<file path="src/rtl/rl_action_issuer_if.sv">
// Handshake bundle for rl_action_issuer: Q-pair input, operand
// streams to the comparator, comparator result and action output.
interface rl_action_issuer_if #(
  parameter int W = 16
);
  logic [W-1:0] in_q0_tdata;
  logic [W-1:0] in_q1_tdata;
  logic         in_tvalid;
  logic         in_tready;
  logic [W-1:0] m_axis_a_tdata;
  logic         m_axis_a_tvalid;
  logic         m_axis_a_tready;
  logic [W-1:0] m_axis_b_tdata;
  logic         m_axis_b_tvalid;
  logic         m_axis_b_tready;
  logic         cmp_tvalid;
  logic         cmp_index;
  logic         cmp_equal;
  logic         act_tdata;
  logic         act_tie;
  logic         act_tvalid;
  logic         act_tready;
  logic         err_timeout;
  logic         err_stray;

  modport master (
    input  in_q0_tdata,
    input  in_q1_tdata,
    input  in_tvalid,
    output in_tready,
    output m_axis_a_tdata,
    output m_axis_a_tvalid,
    input  m_axis_a_tready,
    output m_axis_b_tdata,
    output m_axis_b_tvalid,
    input  m_axis_b_tready,
    input  cmp_tvalid,
    input  cmp_index,
    input  cmp_equal,
    output act_tdata,
    output act_tie,
    output act_tvalid,
    input  act_tready,
    output err_timeout,
    output err_stray
  );

  modport slave (
    output in_q0_tdata,
    output in_q1_tdata,
    output in_tvalid,
    input  in_tready,
    input  m_axis_a_tdata,
    input  m_axis_a_tvalid,
    output m_axis_a_tready,
    input  m_axis_b_tdata,
    input  m_axis_b_tvalid,
    output m_axis_b_tready,
    output cmp_tvalid,
    output cmp_index,
    output cmp_equal,
    input  act_tdata,
    input  act_tie,
    input  act_tvalid,
    output act_tready,
    input  err_timeout,
    input  err_stray
  );
endinterface

</file>
<file path="src/rtl/rl_action_issuer.sv">
// Issues a Q-value pair to an external comparator, waits for the
// result and emits the greedy action with alternating tie-break.
module rl_action_issuer #(
  parameter int EXP     = 5,
  parameter int FRA     = 10,
  parameter int TIMEOUT = 64
) (
  input logic                aclk,
  input logic                aresetn,
  rl_action_issuer_if.master bus
);
  localparam int W = EXP + FRA + 1;
  localparam logic [7:0] TMO_LAST = 8'(TIMEOUT - 1);

  typedef enum logic [1:0] {
    S_IDLE,
    S_ISSUE,
    S_WAIT,
    S_OUT
  } state_e;

  state_e       state_q;
  logic [W-1:0] a_q;
  logic [W-1:0] b_q;
  logic         a_pend_q;
  logic         b_pend_q;
  logic [7:0]   cnt_q;
  logic         tie_tgl_q;
  logic         in_tready_q;
  logic         act_tdata_q;
  logic         act_tie_q;
  logic         act_tvalid_q;
  logic         err_to_q;
  logic         err_stray_q;

  logic a_fire;
  logic b_fire;
  logic a_done;
  logic b_done;

  always_comb begin
    a_fire = a_pend_q && bus.m_axis_a_tready;
    b_fire = b_pend_q && bus.m_axis_b_tready;
    a_done = !a_pend_q || a_fire;
    b_done = !b_pend_q || b_fire;
  end

  always_ff @(posedge aclk or negedge aresetn) begin
    if (!aresetn) begin
      state_q      <= S_IDLE;
      a_q          <= '0;
      b_q          <= '0;
      a_pend_q     <= 1'b0;
      b_pend_q     <= 1'b0;
      cnt_q        <= '0;
      tie_tgl_q    <= 1'b0;
      in_tready_q  <= 1'b1;
      act_tdata_q  <= 1'b0;
      act_tie_q    <= 1'b0;
      act_tvalid_q <= 1'b0;
      err_to_q     <= 1'b0;
      err_stray_q  <= 1'b0;
    end else begin
      if (bus.cmp_tvalid && state_q != S_WAIT)
        err_stray_q <= 1'b1;
      unique case (state_q)
        S_IDLE: begin
          if (bus.in_tvalid) begin
            a_q         <= bus.in_q0_tdata;
            b_q         <= bus.in_q1_tdata;
            a_pend_q    <= 1'b1;
            b_pend_q    <= 1'b1;
            in_tready_q <= 1'b0;
            state_q     <= S_ISSUE;
          end
        end
        S_ISSUE: begin
          if (a_fire) a_pend_q <= 1'b0;
          if (b_fire) b_pend_q <= 1'b0;
          if (a_done && b_done) begin
            cnt_q   <= '0;
            state_q <= S_WAIT;
          end
        end
        S_WAIT: begin
          if (bus.cmp_tvalid) begin
            // a tie alternates the action so neither side is starved
            act_tvalid_q <= 1'b1;
            act_tie_q    <= bus.cmp_equal;
            act_tdata_q  <= bus.cmp_equal ? tie_tgl_q
                                          : ~bus.cmp_index;
            if (bus.cmp_equal)
              tie_tgl_q <= ~tie_tgl_q;
            state_q <= S_OUT;
          end else if (cnt_q == TMO_LAST) begin
            err_to_q     <= 1'b1;
            act_tvalid_q <= 1'b1;
            act_tie_q    <= 1'b0;
            act_tdata_q  <= 1'b0;
            state_q      <= S_OUT;
          end else begin
            cnt_q <= cnt_q + 8'd1;
          end
        end
        S_OUT: begin
          if (bus.act_tready) begin
            act_tvalid_q <= 1'b0;
            in_tready_q  <= 1'b1;
            state_q      <= S_IDLE;
          end
        end
        default: state_q <= S_IDLE;
      endcase
    end
  end

  assign bus.in_tready       = in_tready_q;
  assign bus.m_axis_a_tdata  = a_q;
  assign bus.m_axis_a_tvalid = a_pend_q;
  assign bus.m_axis_b_tdata  = b_q;
  assign bus.m_axis_b_tvalid = b_pend_q;
  assign bus.act_tdata       = act_tdata_q;
  assign bus.act_tie         = act_tie_q;
  assign bus.act_tvalid      = act_tvalid_q;
  assign bus.err_timeout     = err_to_q;
  assign bus.err_stray       = err_stray_q;
endmodule

</file>
<file path="src/flat_wrapper.sv">
// flat-port wrapper written by rule: the top's interface ports become plain ports
module rl_action_issuer_flat 
#(
  parameter int EXP     = 5,
  parameter int FRA     = 10,
  parameter int TIMEOUT = 64
)
  (aclk, aresetn, bus_in_q0_tdata, bus_in_q1_tdata, bus_in_tvalid, bus_in_tready, bus_m_axis_a_tdata, bus_m_axis_a_tvalid, bus_m_axis_a_tready, bus_m_axis_b_tdata, bus_m_axis_b_tvalid, bus_m_axis_b_tready, bus_cmp_tvalid, bus_cmp_index, bus_cmp_equal, bus_act_tdata, bus_act_tie, bus_act_tvalid, bus_act_tready, bus_err_timeout, bus_err_stray);
  rl_action_issuer_if #(.W((EXP + FRA + 1))) bus_i ();
  input logic aclk;
  input logic aresetn;
  input wire logic [$bits(bus_i.in_q0_tdata)-1:0] bus_in_q0_tdata;
  input wire logic [$bits(bus_i.in_q1_tdata)-1:0] bus_in_q1_tdata;
  input wire logic [$bits(bus_i.in_tvalid)-1:0] bus_in_tvalid;
  output wire logic [$bits(bus_i.in_tready)-1:0] bus_in_tready;
  output wire logic [$bits(bus_i.m_axis_a_tdata)-1:0] bus_m_axis_a_tdata;
  output wire logic [$bits(bus_i.m_axis_a_tvalid)-1:0] bus_m_axis_a_tvalid;
  input wire logic [$bits(bus_i.m_axis_a_tready)-1:0] bus_m_axis_a_tready;
  output wire logic [$bits(bus_i.m_axis_b_tdata)-1:0] bus_m_axis_b_tdata;
  output wire logic [$bits(bus_i.m_axis_b_tvalid)-1:0] bus_m_axis_b_tvalid;
  input wire logic [$bits(bus_i.m_axis_b_tready)-1:0] bus_m_axis_b_tready;
  input wire logic [$bits(bus_i.cmp_tvalid)-1:0] bus_cmp_tvalid;
  input wire logic [$bits(bus_i.cmp_index)-1:0] bus_cmp_index;
  input wire logic [$bits(bus_i.cmp_equal)-1:0] bus_cmp_equal;
  output wire logic [$bits(bus_i.act_tdata)-1:0] bus_act_tdata;
  output wire logic [$bits(bus_i.act_tie)-1:0] bus_act_tie;
  output wire logic [$bits(bus_i.act_tvalid)-1:0] bus_act_tvalid;
  input wire logic [$bits(bus_i.act_tready)-1:0] bus_act_tready;
  output wire logic [$bits(bus_i.err_timeout)-1:0] bus_err_timeout;
  output wire logic [$bits(bus_i.err_stray)-1:0] bus_err_stray;
  assign bus_i.in_q0_tdata = bus_in_q0_tdata;
  assign bus_i.in_q1_tdata = bus_in_q1_tdata;
  assign bus_i.in_tvalid = bus_in_tvalid;
  assign bus_in_tready = bus_i.in_tready;
  assign bus_m_axis_a_tdata = bus_i.m_axis_a_tdata;
  assign bus_m_axis_a_tvalid = bus_i.m_axis_a_tvalid;
  assign bus_i.m_axis_a_tready = bus_m_axis_a_tready;
  assign bus_m_axis_b_tdata = bus_i.m_axis_b_tdata;
  assign bus_m_axis_b_tvalid = bus_i.m_axis_b_tvalid;
  assign bus_i.m_axis_b_tready = bus_m_axis_b_tready;
  assign bus_i.cmp_tvalid = bus_cmp_tvalid;
  assign bus_i.cmp_index = bus_cmp_index;
  assign bus_i.cmp_equal = bus_cmp_equal;
  assign bus_act_tdata = bus_i.act_tdata;
  assign bus_act_tie = bus_i.act_tie;
  assign bus_act_tvalid = bus_i.act_tvalid;
  assign bus_i.act_tready = bus_act_tready;
  assign bus_err_timeout = bus_i.err_timeout;
  assign bus_err_stray = bus_i.err_stray;
  rl_action_issuer #(.EXP(EXP), .FRA(FRA), .TIMEOUT(TIMEOUT)) u_core (.aclk(aclk), .aresetn(aresetn), .bus(bus_i));
endmodule
</file>
<file path="config.mk">
export PLATFORM = sky130hd
export DESIGN_NAME = rl_action_issuer_flat
export DESIGN_NICKNAME = d
export VERILOG_FILES = /design/src/rtl/rl_action_issuer_if.sv /design/src/rtl/rl_action_issuer.sv /design/src/flat_wrapper.sv
export SDC_FILE = /design/constraint.sdc
export NUM_CORES = 1
export LEC_CHECK = 0
export ABC_AREA = 1
export CORE_MARGIN = 2
export CORE_UTILIZATION = 41
export DETAILED_ROUTE_END_ITERATION = 8
export PLACE_DENSITY = 0.76
export SLEW_MARGIN = 20
export SYNTH_ARGS = -nofsm -noshare
export SYNTH_HDL_FRONTEND = slang
export SYNTH_SLANG_ARGS = --single-unit
</file>
<file path="constraint.sdc">
create_clock -name aclk -period 1.54 [get_ports aclk]
set_input_delay 0.154 -clock aclk [delete_from_list [all_inputs] [get_ports aclk]]
set_output_delay 0.154 -clock aclk [all_outputs]
set_load 0.01 [all_outputs]
</file>
==> impl_metrics.json, run 1 <==
{
  "power_leakage_nw": 1.696,
  "synth_ff_type": "dfrtp_1",
  "postRouteAntennaNets": 0,
  "synth-seq-area-share_pct": 54.22,
  "rows": 27,
  "rsz0062_at_grt": "true",
  "drt-total-wl_um": 5543,
  "power_density_mw_per_mm2": 1766,
  "synth.largest_area_cell": "dfrtp_1",
  "nFillCells": 517,
  "dieArea_mm2": 0.006369,
  "area_growth_syn_to_layout_pct": 46.63,
  "numCtsBuffers": 5,
  "synth_edf_count": 0,
  "drt_iter0_drc": 85,
  "critical_path_class": "reg2reg",
  "fin_hold_ws_ps": 265.7,
  "core_area_mm2": 0.005540,
  "worstPathCellList": "inv_2, ha_2, inv_1, a21oi_4, nand3_4, nand2_1, o21ai_2",
  "synth_nets": 327,
  "min_path_type": "in2async",
  "antenna_found_initial": 0,
  "avgSynthCellArea_um2": 8.384,
  "fmax_mhz": 679.1,
  "ys_ff_latch": 51,
  "drc": 0,
  "grt_pass1_vias": 2002,
  "clock-sinks": 51,
  "power.total_mw": 6.099,
  "synth_area_mm2": 0.002356,
  "finalHoldViolCount": 0,
  "path_max_fanout": 8,
  "grt_use_total_pct": 18.25,
  "start_util_pct": 42.52,
  "async_flop_share_pct": 100.0,
  "critical-path-top-delay-family": "flip-flops",
  "setup_viol": 0,
  "min_period_over_period_pct": 95.63,
  "endpoint_kind": "register",
  "clockRootBuffer": "clkbuf_8",
  "relSlewSlack_pct": 77.48,
  "crit_arrival_ps": 1680,
  "pin_count": 81,
  "critPathBufInv": 2,
  "ys_top_cells_by_count": "nand2_1 (145), dfrtp_1 (50), inv_1 (20), nor2_1 (11), nand3_1 (7)",
  "hpwl_um": 4102,
  "r2r-start": "u_core.state_q[1]",
  "routedWlPerCell_um": 12.35,
  "clk_path_buf_depth": 2,
  "place_area_mm2": 0.003291,
  "yosysMostFrequentCell": "nand2_1",
  "die-width_um": 79.81,
  "gp_congestion": 0.8613,
  "cts_tree": "yes",
  "finalInstanceArea_mm2": 0.003455,
  "grt_pass1_wl_um": 8983,
  "synth.top_cell.area_share_pct": 53.11,
  "grt_start_max_net_pins": 38,
  "portBuffers": 80,
  "regArea_mm2": 0.001279,
  "max_stage_delay_ps": 460,
  "status": "completed",
  "synth_cell_types": 25,
  "clkLatencyLatePin_ps": 310,
  "vdd_drop_max_uv": 788.6,
  "multi_input_area_um2": 985.9,
  "maxCapViolations": 0,
  "syn_inst": 281,
  "firstDrtPassIters": 4,
  "finalNonFillerCells": 449,
  "path_clk_slew_ps": 100,
  "route.vias.total": 2056,
  "synth_warnings": 0,
  "crit_slowest_cell": "dfrtp_2",
  "dp_cells": 437,
  "layout.nets": 422,
  "synthTopCellsByArea": "dfrtp_1 (53%), nand2_1 (23%), inv_1 (3.2%), ha_1 (2.7%), o21ai_2 (2.2%)",
  "via_per_inst": 4.579,
  "ctsHtreeMaxLevel": 2,
  "cp-start-kind": "register",
  "die_y_um": 79.81,
  "cp.required_ps": 1740,
  "drv_slew": 0,
  "startpoint": "u_core.state_q[1]",
  "finish.utilization_pct": 62.35,
  "drive_gt1_share_pct": 14.59,
  "min_period_ps": 1473,
  "n_antenna_cell": 0,
  "fin_skew_ps": 12.96,
  "worst_pin_slew_ps": 337.8,
  "overflow": 0
}
[metal layers]
metal,wire length (um),track usage (%)
met1,2361,21.86
met2,2851,31.68
met3,222,4.299
met4,106,7.119
met5,0,0
[kinds of logic (layout without fill, tap and decap cells)]
group | count (synthesis) | in the layout | synth area share [%]
AND/OR/NAND/NOR | 174 | 175 | 30.64
flip-flops | 51 | 51 | 54.22
buffers and inverters | 30 | 125 | 5.788
AO/OA/AOI/OAI | 20 | 20 | 6.320
adder cells (fa/ha/maj) | 5 | 5 | 2.655
XOR/XNOR | 1 | 1 | 0.3718
[report_power, final]
group,switching (mW),internal [mW],leakage [nW]
logic,1.52,1.54,1.01
clock network,0.471,0.335,0.0491
registers,0.341,1.89,0.635
[cell usage in the layout (no fill, tap or decap), drive strengths merged]
cell	instances
a211oi	1
o21ai	9
xnor2	1
o211ai	2
buf	15
dlygate4sd2	1
ha	5
dlygate4sd3	1
clkbuf	5
nand3	10
dfstp	1
nand4	1
a21oi	5
dfrtp	50
or2	2
nor2	13
nand2	149
clkinv	2
inv	23
o21bai	3
clkdlybuf4s50	78
[final timing paths]
| check | to | slack, ps | cells after the start |
|---|---|---|---|
| min in group aclk | u_core.bus.m_axis_b_tdata[6] | 370 | 3 |
| max in group asynchronous | u_core.bus.in_tready | 720 | 3 |
| worst max register to register | u_core.cnt_q[4] | 70 | 7 |
| worst min register to register | u_core.tie_tgl_q | 480 | 1 |
| worst max-delay path | u_core.cnt_q[4] | 70 | 7 |
| worst min-delay path | u_core.bus.m_axis_b_tdata[11] | 270 | 2 |
[through the flow]
stage / TNS [ps] / worst slack, ps
2_1_floorplan: 0 / 12.18
3_3_place_gp: 0 / 60.94
3_5_place_dp: -43.82 / -30.96
4_1_cts: 0 / 3.847
5_1_grt: -68.30 / -20.55
6_report: 0 / 67.36
[sequential cells by signal (all words and copies together) (netlist names)]
name / count
u_core.bus.m_axis_b_tdata: 16
u_core.bus.m_axis_a_tdata: 16
u_core.bus.err_timeout: 1
u_core.bus.act_tdata: 1
u_core.bus.err_stray: 1
u_core.bus.m_axis_b_tvalid: 1
u_core.bus.act_tvalid: 1
u_core.bus.act_tie: 1
u_core.state_q: 2
u_core.cnt_q: 8
u_core.tie_tgl_q: 1
u_core.bus.in_tready: 1
u_core.bus.m_axis_a_tvalid: 1
[what timing repair did]
action	CTS	global route
hold buffers	1	0
endpoints found under the setup margin	9	11
gates resized for setup	3	12
pin swaps	1	3
endpoints found under the hold margin	14	0
cloned	1	0
buffers inserted	0	2
[area by class of cell]
type                       instances  area share (%)
clock buffer                       5           1.992
sequential                        51           37.02
timing repair buffer              95           26.69
inverter                          22           2.390
tap                               72           2.608
multi-input combinational        201           28.54
clock inverter                     3          0.7606
(Power assumes the default switching activity.)
==> run 2: changes to the inputs <==
CORE_MARGIN = not set   (was 2)
==> run 2 against run 1 <==
  * Clock power shrank 2%
  * Global-route usage grew 1.1 points
  * First-iteration DRC count grew 27%
  * Count of clock-buffer cells in the layout is the same
  * Largest cell class unchanged
==> impl_metrics.json, run 2 (synthesis gave the netlist of run 1 again) <==
{
  "fmax_mhz": 675.9,
  "cp.required_ps": 1750,
  "place_area_mm2": 0.003296,
  "power_density_mw_per_mm2": 1770,
  "drive_gt1_share_pct": 16.18,
  "finalHoldViolCount": 0,
  "hpwl_um": 3969,
  "min_period_over_period_pct": 96.08,
  "n_antenna_cell": 0,
  "layout_commonest_cell": "nand2_1",
  "path_max_fanout": 8,
  "gp_congestion": 0.7852,
  "crit_arrival_ps": 1690,
  "drc": 0,
  "cts_tree": "yes",
  "maxCapViolations": 0,
  "die_y_um": 77.81,
  "ctsHtreeMaxLevel": 2,
  "busiest_layer": "met2",
  "r2r-start": "u_core.state_q[1]",
  "portBuffers": 80,
  "power_leakage_nw": 1.706,
  "grt_start_max_net_pins": 37,
  "fin_hold_ws_ps": 300.4,
  "path_clk_slew_ps": 100,
  "rr_worst_depth": 7,
  "drt_iter0_drc": 108,
  "fin_skew_ps": 8.964,
  "rows": 27,
  "grt.met3_usage_pct": 4.706,
  "clock-sinks": 51,
  "clkLatencyLatePin_ps": 310,
  "die-width_um": 77.81,
  "r2r_end": "u_core.cnt_q[0]",
  "regToRegSetupSlack_ps": 60,
  "drv_slew": 0,
  "worst_pin_slew_ps": 400.8,
  "critical_path_class": "reg2reg",
  "clk_path_buf_depth": 2,
  "clockRootBuffer": "clkbuf_8",
  "finalInstanceArea_mm2": 0.003482,
  "area_growth_syn_to_layout_pct": 47.80,
  "regArea_mm2": 0.001279,
  "firstDrtPassIters": 4,
  "met2_usage_pct": 33.98,
  "route.vias.total": 2092,
  "layout_common_cells": "nand2_1 (138), clkdlybuf4s50_1 (78), dfrtp_1 (49), inv_1 (14), buf_4 (12)",
  "pin_count": 81,
  "cp-start-kind": "register",
  "setup_viol": 0,
  "via_per_inst": 4.659,
  "nFillCells": 472,
  "multi_input_area_um2": 998.5,
  "relSlewSlack_pct": 73.28,
  "overflow": 0,
  "routedWlPerCell_um": 12.50,
  "start_util_pct": 42.79,
  "dieArea_mm2": 0.006054,
  "min_path_type": "in2async",
  "drt-total-wl_um": 5613,
  "grt_use_met1_pct": 23.14,
  "numCtsBuffers": 5,
  "core_area_mm2": 0.005507,
  "grt_use_total_pct": 19.38,
  "grt_pass1_wl_um": 9177,
  "grt_pass1_vias": 2008,
  "antenna_found_initial": 0,
  "vdd_drop_max_uv": 1128,
  "postRouteAntennaNets": 0,
  "endpoint_kind": "register",
  "status": "completed",
  "layout.nets": 422,
  "min_period_ps": 1480
}
==> run 2: metal layers <==
| layer | routed length, um | up-vias | part of all wire [%] |
|---|---|---|---|
| met4 | 142 | 0 | 2.5 |
| li1 | - | 1052 | - |
| met1 | 2347 | 969 | 42 |
| met5 | 0 | - | 0 |
| met2 | 2840 | 59 | 51 |
| met3 | 282 | 12 | 5.0 |
==> run 2: worst max-delay path by stage <==
stage | cells past startpoint | start | to | slack (ps)
floorplan | 10 | u_core.state_q[0] | u_core.cnt_q[3] | 10
detailed placement | 8 | u_core.state_q[0] | u_core.cnt_q[2] | 3
finish | 7 | u_core.state_q[1] | u_core.cnt_q[0] | 60
global placement | 8 | u_core.state_q[0] | u_core.cnt_q[3] | 80
CTS | 1 | u_core.bus.in_tready | bus_in_tready | 3
global route | 8 | u_core.cnt_q[0] | u_core.cnt_q[6] | -8
==> run 2: per-stage QoR <==
stage / power (mW) / utilization [%] / setup TNS, ps / setup slack (ps) / cells
final: 6.164 / 63.24 / 0 / 60.38 / 449
after global routing: 6.635 / 63.24 / -13.36 / -7.806 / 449
after CTS: 6.052 / 62.05 / 0 / 3.213 / 446
after detailed placement: 5.191 / 59.85 / 0 / 2.895 / 436
after global placement: 5.103 / 59.85 / 0 / 76.65 / 436
after floorplan: 3.768 / - / 0 / 12.18 / 281
==> run 2: cell type report <==
cell class	instances	area share, %
inverters	22	2.372
well taps	72	2.587
clock buffers	5	1.976
clock inverters	3	0.7186
repair buffers	95	26.95
flip-flops and latches	51	36.72
multi-input cells	201	28.67
==> run 2: repair_timing <==
| action | 4_1_cts | 5_1_grt |
|---|---|---|
| cloned | 1 | 0 |
| hold endpoints to repair | 14 | 0 |
| setup buffers | 0 | 3 |
| pin swaps | 1 | 4 |
| resized for setup | 1 | 20 |
| hold buffers | 1 | 0 |
| setup endpoints to repair | 8 | 13 |
==> run 2: where the power goes <==
part / switching (mW) / total [mW] / internal [mW] / leakage [nW]
combinational: 1.56 / 3.14 / 1.58 / 1.03
sequential: 0.341 / 2.23 / 1.89 / 0.635
clock: 0.467 / 0.793 / 0.326 / 0.0443
==> run 2: critical path, stage by stage, from the launching register on <==
cell and delay, ps:
dfrtp_2 460, inv_2 80, ha_2 200, inv_2 70, a21oi_4 200, nand3_4 190
nand2_2 130, o21ai_2 50
